$ cat src/rtl/cmd_pkg.sv
// Shared types for the UART command streamer: FSM state encoding and default byte width.
package cmd_pkg;

  localparam int CMD_DATA_W = 8;

  // ST_CSUM is only reachable when CMD_STREAM_CSUM_EN is defined.
  typedef enum logic [2:0] {
    ST_IDLE  = 3'd0,
    ST_FETCH = 3'd1,
    ST_SEND  = 3'd2,
    ST_GAP   = 3'd3,
    ST_CSUM  = 3'd4,
    ST_FIN   = 3'd5
  } cmd_state_e;

endpackage

$ cat src/rtl/cmd_buf.sv
// Command buffer: DEPTH x DATA_W simple dual-port RAM, one write port and a registered read port.
module cmd_buf
  import cmd_pkg::*;
#(
  parameter int DATA_W = CMD_DATA_W,
  parameter int DEPTH  = 64,
  parameter int AW     = $clog2(DEPTH)
) (
  input  logic              clk_i,
  input  logic              we_i,
  input  logic [AW-1:0]     waddr_i,
  input  logic [DATA_W-1:0] wdata_i,
  input  logic              re_i,
  input  logic [AW-1:0]     raddr_i,
  output logic [DATA_W-1:0] rdata_o
);

  logic [DATA_W-1:0] mem_q [DEPTH];
  logic [DATA_W-1:0] rdata_q;

  // Contents and read register are deliberately not reset so this maps onto block RAM.
  always_ff @(posedge clk_i) begin
    if (we_i) begin
      mem_q[waddr_i] <= wdata_i;
    end
    if (re_i) begin
      rdata_q <= mem_q[raddr_i];
    end
  end

  assign rdata_o = rdata_q;

endmodule

$ cat src/rtl/cmd_stream_tx.sv
// Command streamer: sends buffer bytes 0..len-1 to the UART TX over valid/ready with a fixed gap.
// Define CMD_STREAM_CSUM_EN to append an XOR checksum byte after the payload.
module cmd_stream_tx
  import cmd_pkg::*;
#(
  parameter  int DATA_W     = CMD_DATA_W,
  parameter  int DEPTH      = 64,
  parameter  int GAP_CYCLES = 10,
  localparam int AW         = $clog2(DEPTH)
) (
  input  logic              baud_clk,
  input  logic              rst_n,
  input  logic              wr_en,
  input  logic [AW-1:0]     wr_addr,
  input  logic [DATA_W-1:0] wr_data,
  input  logic [AW:0]       len,
  input  logic              start,
  input  logic              abort,
  output logic              tx_valid,
  output logic [DATA_W-1:0] tx_data,
  input  logic              tx_ready,
  output logic              busy,
  output logic              done
);

  localparam int GW = (GAP_CYCLES > 1) ? $clog2(GAP_CYCLES) : 1;
  localparam logic [GW-1:0] GAP_LAST = GW'((GAP_CYCLES > 0) ? GAP_CYCLES - 1 : 0);
  localparam logic [GW-1:0] GAP_ONE  = GW'(1);
  localparam logic [AW:0]   DEPTH_C  = {1'b1, {AW{1'b0}}};
  localparam logic [AW:0]   IDX_ONE  = {{AW{1'b0}}, 1'b1};

  cmd_state_e        state_q, state_d;
  logic [AW:0]       idx_q, idx_d;
  logic [AW:0]       cnt_q, cnt_d;
  logic [GW-1:0]     gap_q, gap_d;
  logic              abort_q, abort_d;
  logic [AW:0]       len_clamped;
  logic [AW:0]       idx_inc;
  logic [DATA_W-1:0] rd_data;
`ifdef CMD_STREAM_CSUM_EN
  logic [DATA_W-1:0] csum_q, csum_d;
`endif

  // Writes only land while idle so a running transfer sees a frozen snapshot.
  cmd_buf #(
    .DATA_W (DATA_W),
    .DEPTH  (DEPTH),
    .AW     (AW)
  ) u_buf (
    .clk_i   (baud_clk),
    .we_i    (wr_en && (state_q == ST_IDLE)),
    .waddr_i (wr_addr),
    .wdata_i (wr_data),
    .re_i    (state_q == ST_FETCH),
    .raddr_i (idx_q[AW-1:0]),
    .rdata_o (rd_data)
  );

  assign len_clamped = (len > DEPTH_C) ? DEPTH_C : len;
  assign idx_inc     = idx_q + IDX_ONE;

  always_comb begin
    state_d = state_q;
    idx_d   = idx_q;
    cnt_d   = cnt_q;
    gap_d   = gap_q;
    abort_d = abort_q | abort;
`ifdef CMD_STREAM_CSUM_EN
    csum_d  = csum_q;
`endif
    case (state_q)
      ST_IDLE: begin
        abort_d = 1'b0;
        if (start) begin
          cnt_d   = len_clamped;
          idx_d   = '0;
`ifdef CMD_STREAM_CSUM_EN
          csum_d  = '0;
`endif
          state_d = (len_clamped == '0) ? ST_FIN : ST_FETCH;
        end
      end
      ST_FETCH: begin
        state_d = abort_d ? ST_FIN : ST_SEND;
      end
      ST_SEND: begin
        if (tx_ready) begin
          idx_d = idx_inc;
          gap_d = '0;
`ifdef CMD_STREAM_CSUM_EN
          csum_d = csum_q ^ rd_data;
`endif
          if (idx_inc == cnt_q) begin
`ifdef CMD_STREAM_CSUM_EN
            state_d = (GAP_CYCLES == 0) ? ST_CSUM : ST_GAP;
`else
            state_d = ST_FIN;
`endif
          end else begin
            state_d = (GAP_CYCLES == 0) ? ST_FETCH : ST_GAP;
          end
        end
      end
      ST_GAP: begin
        // idx == cnt here means the payload is finished and only the checksum remains.
        if (gap_q == GAP_LAST) begin
          if (abort_d) begin
            state_d = ST_FIN;
`ifdef CMD_STREAM_CSUM_EN
          end else if (idx_q == cnt_q) begin
            state_d = ST_CSUM;
`endif
          end else begin
            state_d = ST_FETCH;
          end
        end else begin
          gap_d = gap_q + GAP_ONE;
        end
      end
`ifdef CMD_STREAM_CSUM_EN
      ST_CSUM: begin
        if (tx_ready) begin
          state_d = ST_FIN;
        end
      end
`endif
      ST_FIN: begin
        abort_d = 1'b0;
        state_d = ST_IDLE;
      end
      default: begin
        abort_d = 1'b0;
        state_d = ST_IDLE;
      end
    endcase
  end

  always_ff @(posedge baud_clk or negedge rst_n) begin
    if (!rst_n) begin
      state_q <= ST_IDLE;
      idx_q   <= '0;
      cnt_q   <= '0;
      gap_q   <= '0;
      abort_q <= 1'b0;
`ifdef CMD_STREAM_CSUM_EN
      csum_q  <= '0;
`endif
    end else begin
      state_q <= state_d;
      idx_q   <= idx_d;
      cnt_q   <= cnt_d;
      gap_q   <= gap_d;
      abort_q <= abort_d;
`ifdef CMD_STREAM_CSUM_EN
      csum_q  <= csum_d;
`endif
    end
  end

  // Outputs decode the state register, so reset drops tx_valid without waiting for a clock.
  always_comb begin
    tx_valid = 1'b0;
    tx_data  = '0;
    if (state_q == ST_SEND) begin
      tx_valid = 1'b1;
      tx_data  = rd_data;
    end
`ifdef CMD_STREAM_CSUM_EN
    if (state_q == ST_CSUM) begin
      tx_valid = 1'b1;
      tx_data  = csum_q;
    end
`endif
  end

  assign busy = (state_q != ST_IDLE);
  assign done = (state_q == ST_FIN);

endmodule

$ cat config.mk
export PLATFORM = sky130hd
export DESIGN_NAME = cmd_stream_tx
export DESIGN_NICKNAME = d
export VERILOG_FILES = /design/src/rtl/cmd_pkg.sv /design/src/rtl/cmd_buf.sv /design/src/rtl/cmd_stream_tx.sv
export SDC_FILE = /design/constraint.sdc
export NUM_CORES = 1
export LEC_CHECK = 0
export BUFFER_PORTS_ARGS = -buffer_cell sky130_fd_sc_hd__clkbuf_2
export CAP_MARGIN = 20
export CORE_MARGIN = 2
export CORE_UTILIZATION = 45
export DETAILED_ROUTE_END_ITERATION = 16
export GPL_ROUTABILITY_DRIVEN = 0
export PLACE_DENSITY = 0.7
export SYNTH_ARGS = -nofsm -noshare
export SYNTH_HDL_FRONTEND = slang
export SYNTH_HIERARCHICAL = 1
export SYNTH_SLANG_ARGS = --single-unit
$ cat constraint.sdc
create_clock -name baud_clk -period 2.3 [get_ports baud_clk]
set_clock_uncertainty 0.15 [all_clocks]
set_input_delay 0.46 -clock baud_clk [delete_from_list [all_inputs] [get_ports baud_clk]]
set_output_delay 0.46 -clock baud_clk [all_outputs]
set_load 0.005 [all_outputs]
==> impl_metrics.json, run 1 <==
{
  "hp-class": "input port to flop",
  "synthCells": 1093,
  "worst_slew_pin_slew_ns": 0.774,
  "drt-wirelength-per-cell_um": 25.6,
  "layout_commonest_cell": "edfxtp_1",
  "grt_setup_unrepaired": "yes",
  "clock_insertion_delay_worst_skew_ns": 0.62,
  "grt_use_met1": 0.292,
  "finalSetupViolations": 239,
  "layout.nets": 1353,
  "number_of_vias_per_cell_after_detailed_routing": 5.83,
  "layout-area-overhead-vs-synth_pct": 23.5,
  "postSynthNetCount": 1123,
  "worst_setup_hold_path_clk_slew_ns": 0.07,
  "rrSetupSlack_ns": -0.30,
  "worstSetupPathDepth": 6,
  "yosys_most_used_dff": "edfxtp_1",
  "summed_instance_area_of_the_synthesized_netlist_um2": 21600,
  "antennaDiodeCount": 0,
  "routed_wirelength_mm": 50.8,
  "synth.distinct_cells": 58,
  "critical_path.top_delay_family": "multiplexers",
  "synth-seq-area-share": 0.748,
  "cts.sink_count": 542,
  "yosys_register_bits": 542,
  "cpMostUsedCell": "mux4_2",
  "hold_path_depth": 2,
  "total_power_mw": 26.0,
  "chipHeight_um": 223,
  "sequential_cell_area_um2": 16200,
  "peakVddDrop_uv": 713,
  "async_reset_ff_frac": 0.0406,
  "synth_top_area_cells": "edfxtp_1 (72%), mux4_2 (13%), dfrtp_1 (2.5%)",
  "grt_first_pass_wirelength_mm": 74.6,
  "crit_path_top_delay_cell": "mux4_2",
  "final.period_utilization": 1.13,
  "max_clock_freq_mhz": 385,
  "global_route.usage.total": 0.204,
  "fin_ws_ns": -0.297,
  "synth_top_area_share": 0.722,
  "synth_enable_flop_cells": 520,
  "report.final.hold_viol_count": 0,
  "layout.filler_cells": 3443,
  "cp_slowest_stage_delay_ns": 0.56,
  "drc": 0,
  "synth.avg_cell_area_um2": 19.8,
  "cts_inserted_buffers": 53,
  "worst_case_reg_to_reg_path_depth": 6,
  "p_leak_nw": 8.53,
  "multiInputGateArea_um2": 5580,
  "cts-root-to-sink-buffers": 3,
  "die_w_um": 223,
  "first_iter_violations": 1261,
  "site_row_count": 80,
  "yosysWarningCount": 6,
  "postRouteAntennaNets": 0,
  "clock_tree_from_tritoncts": "built",
  "cts.htree.levels": 2,
  "drv_slew": 0,
  "die-area_um2": 49800,
  "cp_cell_sequence": "buf_6, buf_12, mux4_2, mux4_2, o21ai_4, o41ai_2",
  "preCtsSetupSlack_ns": -0.324,
  "busiest_layer": "met2",
  "worst-path-max-fanout": 6,
  "critical_path_arrival_ns": 2.79,
  "grt_use_met3": 0.0371,
  "initial_antenna_violation_count": 0,
  "share_of_layout_cells_above_drive_strength_1": 0.396,
  "cts_root_buffer": "clkbuf_16",
  "power-per-cell-area_nw_per_um2": 975,
  "max-slew-margin-rel": 0.484,
  "starting_utilization_of_the_core_area": 0.455,
  "data_required_time_of_the_critical_path_ns": 2.49,
  "startpoint_type": "flop",
  "core_region_area_um2": 47500,
  "pin_count_of_the_biggest_net_entering_global_routing": 65,
  "numPortBuffers": 37,
  "drt_pre_antenna_iters": 5,
  "crit_end_element": "flop",
  "layout.core_utilization": 0.562,
  "cp_num_buf_inv": 2,
  "mostFrequentLayoutCells": "edfxtp_1 (520), mux4_2 (126), buf_4 (99), buf_6 (59), clkbuf_16 (54)",
  "status": "finished with violations",
  "grt-ovfl-total": 0,
  "first_global_vias": 11600,
  "routed-via-count": 11600,
  "timing_worst_setup_path_type": "flop to flop",
  "io_pins": 38,
  "failing_checks": "setup timing",
  "synth_area_leader_cell": "edfxtp_1",
  "post-dp-hpwl_mm": 30.9,
  "groute.layer.met2.usage": 0.324,
  "fin_crit_ns": 2.60,
  "drv_cap": 0
}
[cell families (layout without fill, tap and decap cells)]
group                      count (synthesis)  after routing  synth area share
AOI/OAI and AO/OA                         86             86            0.0286
xor gates and xnor gates                  11             11           0.00446
adders and majority gates                  3              3           0.00174
buffers and inverters                     66            340            0.0188
DFF                                      542            542             0.748
muxes                                    164            164             0.150
and+or+nand+nor                          221            221            0.0491
[area by class of cell]
type | instances | share of cell area
Clock inverter | 34 | 0.0143
Inverter | 5 | 0.000796
Sequential cell | 542 | 0.606
Tap cell | 615 | 0.0288
Timing Repair Buffer | 236 | 0.0903
Clock buffer | 65 | 0.0513
Multi-Input combinational cell | 485 | 0.209
[cell usage after synthesis, drive strengths merged, types with 14 or more instances]
cell type	number
buf	42
clkbuf	19
dfrtp	22
edfxtp	520
mux2	15
mux2i	23
mux4	126
nand2	34
nand2b	14
nand3	22
nor2	92
nor2b	15
o21ai	21
[worst register-to-register path: cells and delay by family, from the launching register on]
kind	cells	cell delay [ns]
AO/OA/AOI/OAI	2	0.29
flip-flops	1	0.50
multiplexers	2	1.09
buffers and inverters	2	0.30
[power by group]
| part | switching [mW] | leakage (nW) | internal, mW |
|---|---|---|---|
| clock | 3.70 | 0.837 | 4.96 |
| sequential | 0.233 | 4.96 | 11.1 |
| combinational | 2.81 | 2.73 | 3.23 |
[layer usage]
metal | routed length [µm] | part of all wire
met1 | 21000 | 0.41
met2 | 24400 | 0.48
met3 | 4060 | 0.080
met4 | 1370 | 0.027
met5 | 0 | 0
[registers in the layout, indices dropped and copies added (netlist names)]
name	flops
u_buf/mem_q	512
u_buf/rdata_o	8
cnt_q	7
idx_q	7
gap_q	4
state_q	3
abort_q	1
[final timing paths]
path / endpoint / start
setup / recovery: u_buf/rdata_o[5] / idx_q[0]
hold / removal: cnt_q[6] / len[6]
setup reg to reg: u_buf/rdata_o[5] / idx_q[0]
hold reg to reg: cnt_q[0] / cnt_q[0]
max in group asynchronous: idx_q[2] / rst_n
min in group asynchronous: cnt_q[3] / rst_n
[per-stage QoR]
stage	cell area [µm²]	TNS, ns	instances	hold slack, ns
detailed placement	23700	-2.08	1841	0.346
floorplan	21700	-10.67	1093	0.0144
finish	26700	-10.06	1982	0.0534
global route	26700	-38.65	1982	0.0600
CTS	25900	-2.74	1960	0.0248
global placement	23700	-2.05	1841	0.342
[what timing repair did]
item,in CTS,in global routing
gates cloned,3,1
resized for setup,46,161
buffers inserted,9,23
hold buffers,8,0
pin swaps,7,26
hold endpoints to repair,29,0
setup endpoints to repair,18,525
Power figures use the tool's default switching activity.
==> run 2: changes to the inputs <==
--- a/config.mk
+++ b/config.mk
@@ -7,7 +7,8 @@
 export LEC_CHECK = 0
 export BUFFER_PORTS_ARGS = -buffer_cell sky130_fd_sc_hd__clkbuf_2
 export CAP_MARGIN = 20
-export CORE_MARGIN = 2
+export CORE_ASPECT_RATIO = 1.25
+export CORE_MARGIN = 8
 export CORE_UTILIZATION = 45
 export DETAILED_ROUTE_END_ITERATION = 16
 export GPL_ROUTABILITY_DRIVEN = 0
==> impl_metrics.json, run 2 (synthesized netlist as in run 1, its figures left out) <==
{
  "max_clock_freq_mhz": 387,
  "drv_slew": 0,
  "first_iter_violations": 1168,
  "preCtsSetupSlack_ns": -0.572,
  "drt-wirelength-per-cell_um": 25.4,
  "routed_wirelength_mm": 50.8,
  "total_power_mw": 26.1,
  "report.final.hold_viol_count": 0,
  "cts_root_buffer": "clkbuf_16",
  "grt-ovfl-total": 0,
  "startpoint_type": "flop",
  "clock_insertion_delay_worst_skew_ns": 0.61,
  "largest_register_ffs": 512,
  "chipHeight_um": 261,
  "mostFrequentLayoutCells": "edfxtp_1 (520), buf_4 (138), mux4_2 (126), nor2_1 (68), clkbuf_16 (52)",
  "number_of_vias_per_cell_after_detailed_routing": 5.74,
  "site_row_count": 90,
  "final.period_utilization": 1.12,
  "first_global_vias": 11800,
  "die_w_um": 212,
  "drt_pre_antenna_iters": 5,
  "starting_utilization_of_the_core_area": 0.452,
  "cts-root-to-sink-buffers": 3,
  "grt_setup_unrepaired": "yes",
  "placed_cells": 1883,
  "status": "finished with violations",
  "fin_crit_ns": 2.58,
  "layout.core_utilization": 0.551,
  "global_route.usage.total": 0.184,
  "timing_worst_setup_path_type": "flop to flop",
  "die-area_um2": 55400,
  "p_leak_nw": 8.46,
  "finalNonFillerCells": 2000,
  "finalSetupViolations": 17,
  "fin_ws_ns": -0.284,
  "share_of_layout_cells_above_drive_strength_1": 0.381,
  "regMostFlops": "u_buf/mem_q",
  "post-dp-hpwl_mm": 32.0,
  "layout-area-overhead-vs-synth_pct": 21.9,
  "routed-via-count": 11500,
  "drv_cap": 0,
  "data_required_time_of_the_critical_path_ns": 2.48,
  "cts.htree.levels": 2,
  "layout_commonest_cell": "edfxtp_1",
  "hp-class": "input port to flop",
  "power-per-cell-area_nw_per_um2": 989,
  "core_region_area_um2": 47900,
  "critical_path_arrival_ns": 2.76,
  "antennaDiodeCount": 0,
  "max-slew-margin-rel": 0.502,
  "postRouteAntennaNets": 0,
  "drc": 0,
  "numPortBuffers": 37,
  "io_pins": 38,
  "failing_checks": "setup timing",
  "layout.nets": 1345,
  "pin_count_of_the_biggest_net_entering_global_routing": 65,
  "cts.sink_count": 542,
  "worst-path-max-fanout": 6,
  "worst_setup_hold_path_clk_slew_ns": 0.06,
  "peakVddDrop_uv": 615,
  "grt_first_pass_wirelength_mm": 75.6,
  "initial_antenna_violation_count": 0,
  "worst_slew_pin_slew_ns": 0.747,
  "cts_inserted_buffers": 51,
  "clock_tree_from_tritoncts": "built",
  "crit_end_element": "flop"
}
## run 2: cell types whose count changed in the layout (fill, tap and decap cells not counted), sizes merged, moves of 2 or more
cell,before,now
bufinv,6,9
clkbuf,96,89
clkinvlp,4,1
dlygate4sd3,8,6
## run 2: power by group
group / total [mW] / internal [mW] / switching [mW]
logic: 5.88 / 3.15 / 2.73
registers: 11.4 / 11.1 / 0.256
clock network: 8.83 / 5.19 / 3.64
## run 2: worst max-delay path, cell delays in order, from the launching register on
cell	delay, ns
dfrtp_4	0.53
buf_12	0.16
buf_16	0.14
mux4_2	0.55
mux4_2	0.50
nor2_2	0.11
nor3_2	0.06
o2bb2ai_1	0.13
## run 2: area by class of cell
class | instances | area (µm²)
Inverter | 5 | 18.8
Timing Repair Buffer | 230 | 2210
Sequential cell | 542 | 16200
Fill cell | 3550 | 21500
Tap cell | 644 | 806
Clock inverter | 34 | 428
Clock buffer | 60 | 1340
Multi-Input combinational cell | 485 | 5380
## run 2: path summary, 6_finish.rpt
kind                          start                to  slack [ns]  cells past startpoint
max in group asynchronous     rst_n          idx_q[0]        1.31                      2
hold / removal               len[0]          cnt_q[0]        0.03                      3
min in group asynchronous     rst_n          idx_q[6]        0.25                      2
setup reg to reg           idx_q[0]  u_buf/rdata_o[1]       -0.28                      7
setup / recovery           idx_q[0]  u_buf/rdata_o[1]       -0.28                      7
hold reg to reg            cnt_q[3]          cnt_q[3]        0.38                      2
## run 2: stage by stage
step	setup TNS [ns]	hold slack, ns	area (µm²)
global route	-3.63	0.0367	26400
global placement	-2.98	0.334	23800
floorplan	-10.67	0.0144	21700
detailed placement	-13.98	0.332	23800
finish	-2.39	0.0345	26400
CTS	-2.07	0.0185	26100
## run 2: what timing repair did
action,4_1_cts,5_1_grt
hold buffers,6,0
gates resized for setup,51,64
cloned,3,1
buffers inserted,12,2
endpoints found under the setup margin,260,173
pin swaps,5,8
endpoints found under the hold margin,27,0
## run 2: metal layers
metal / wire [µm] / vias to the layer above / global-route usage
met1: 19800 / 6053 / 0.233
met5: 0 / - / 0
met2: 26400 / 435 / 0.320
met4: 1420 / 0 / 0.0617
met3: 3200 / 75 / 0.0322
li1: - / 4911 / -
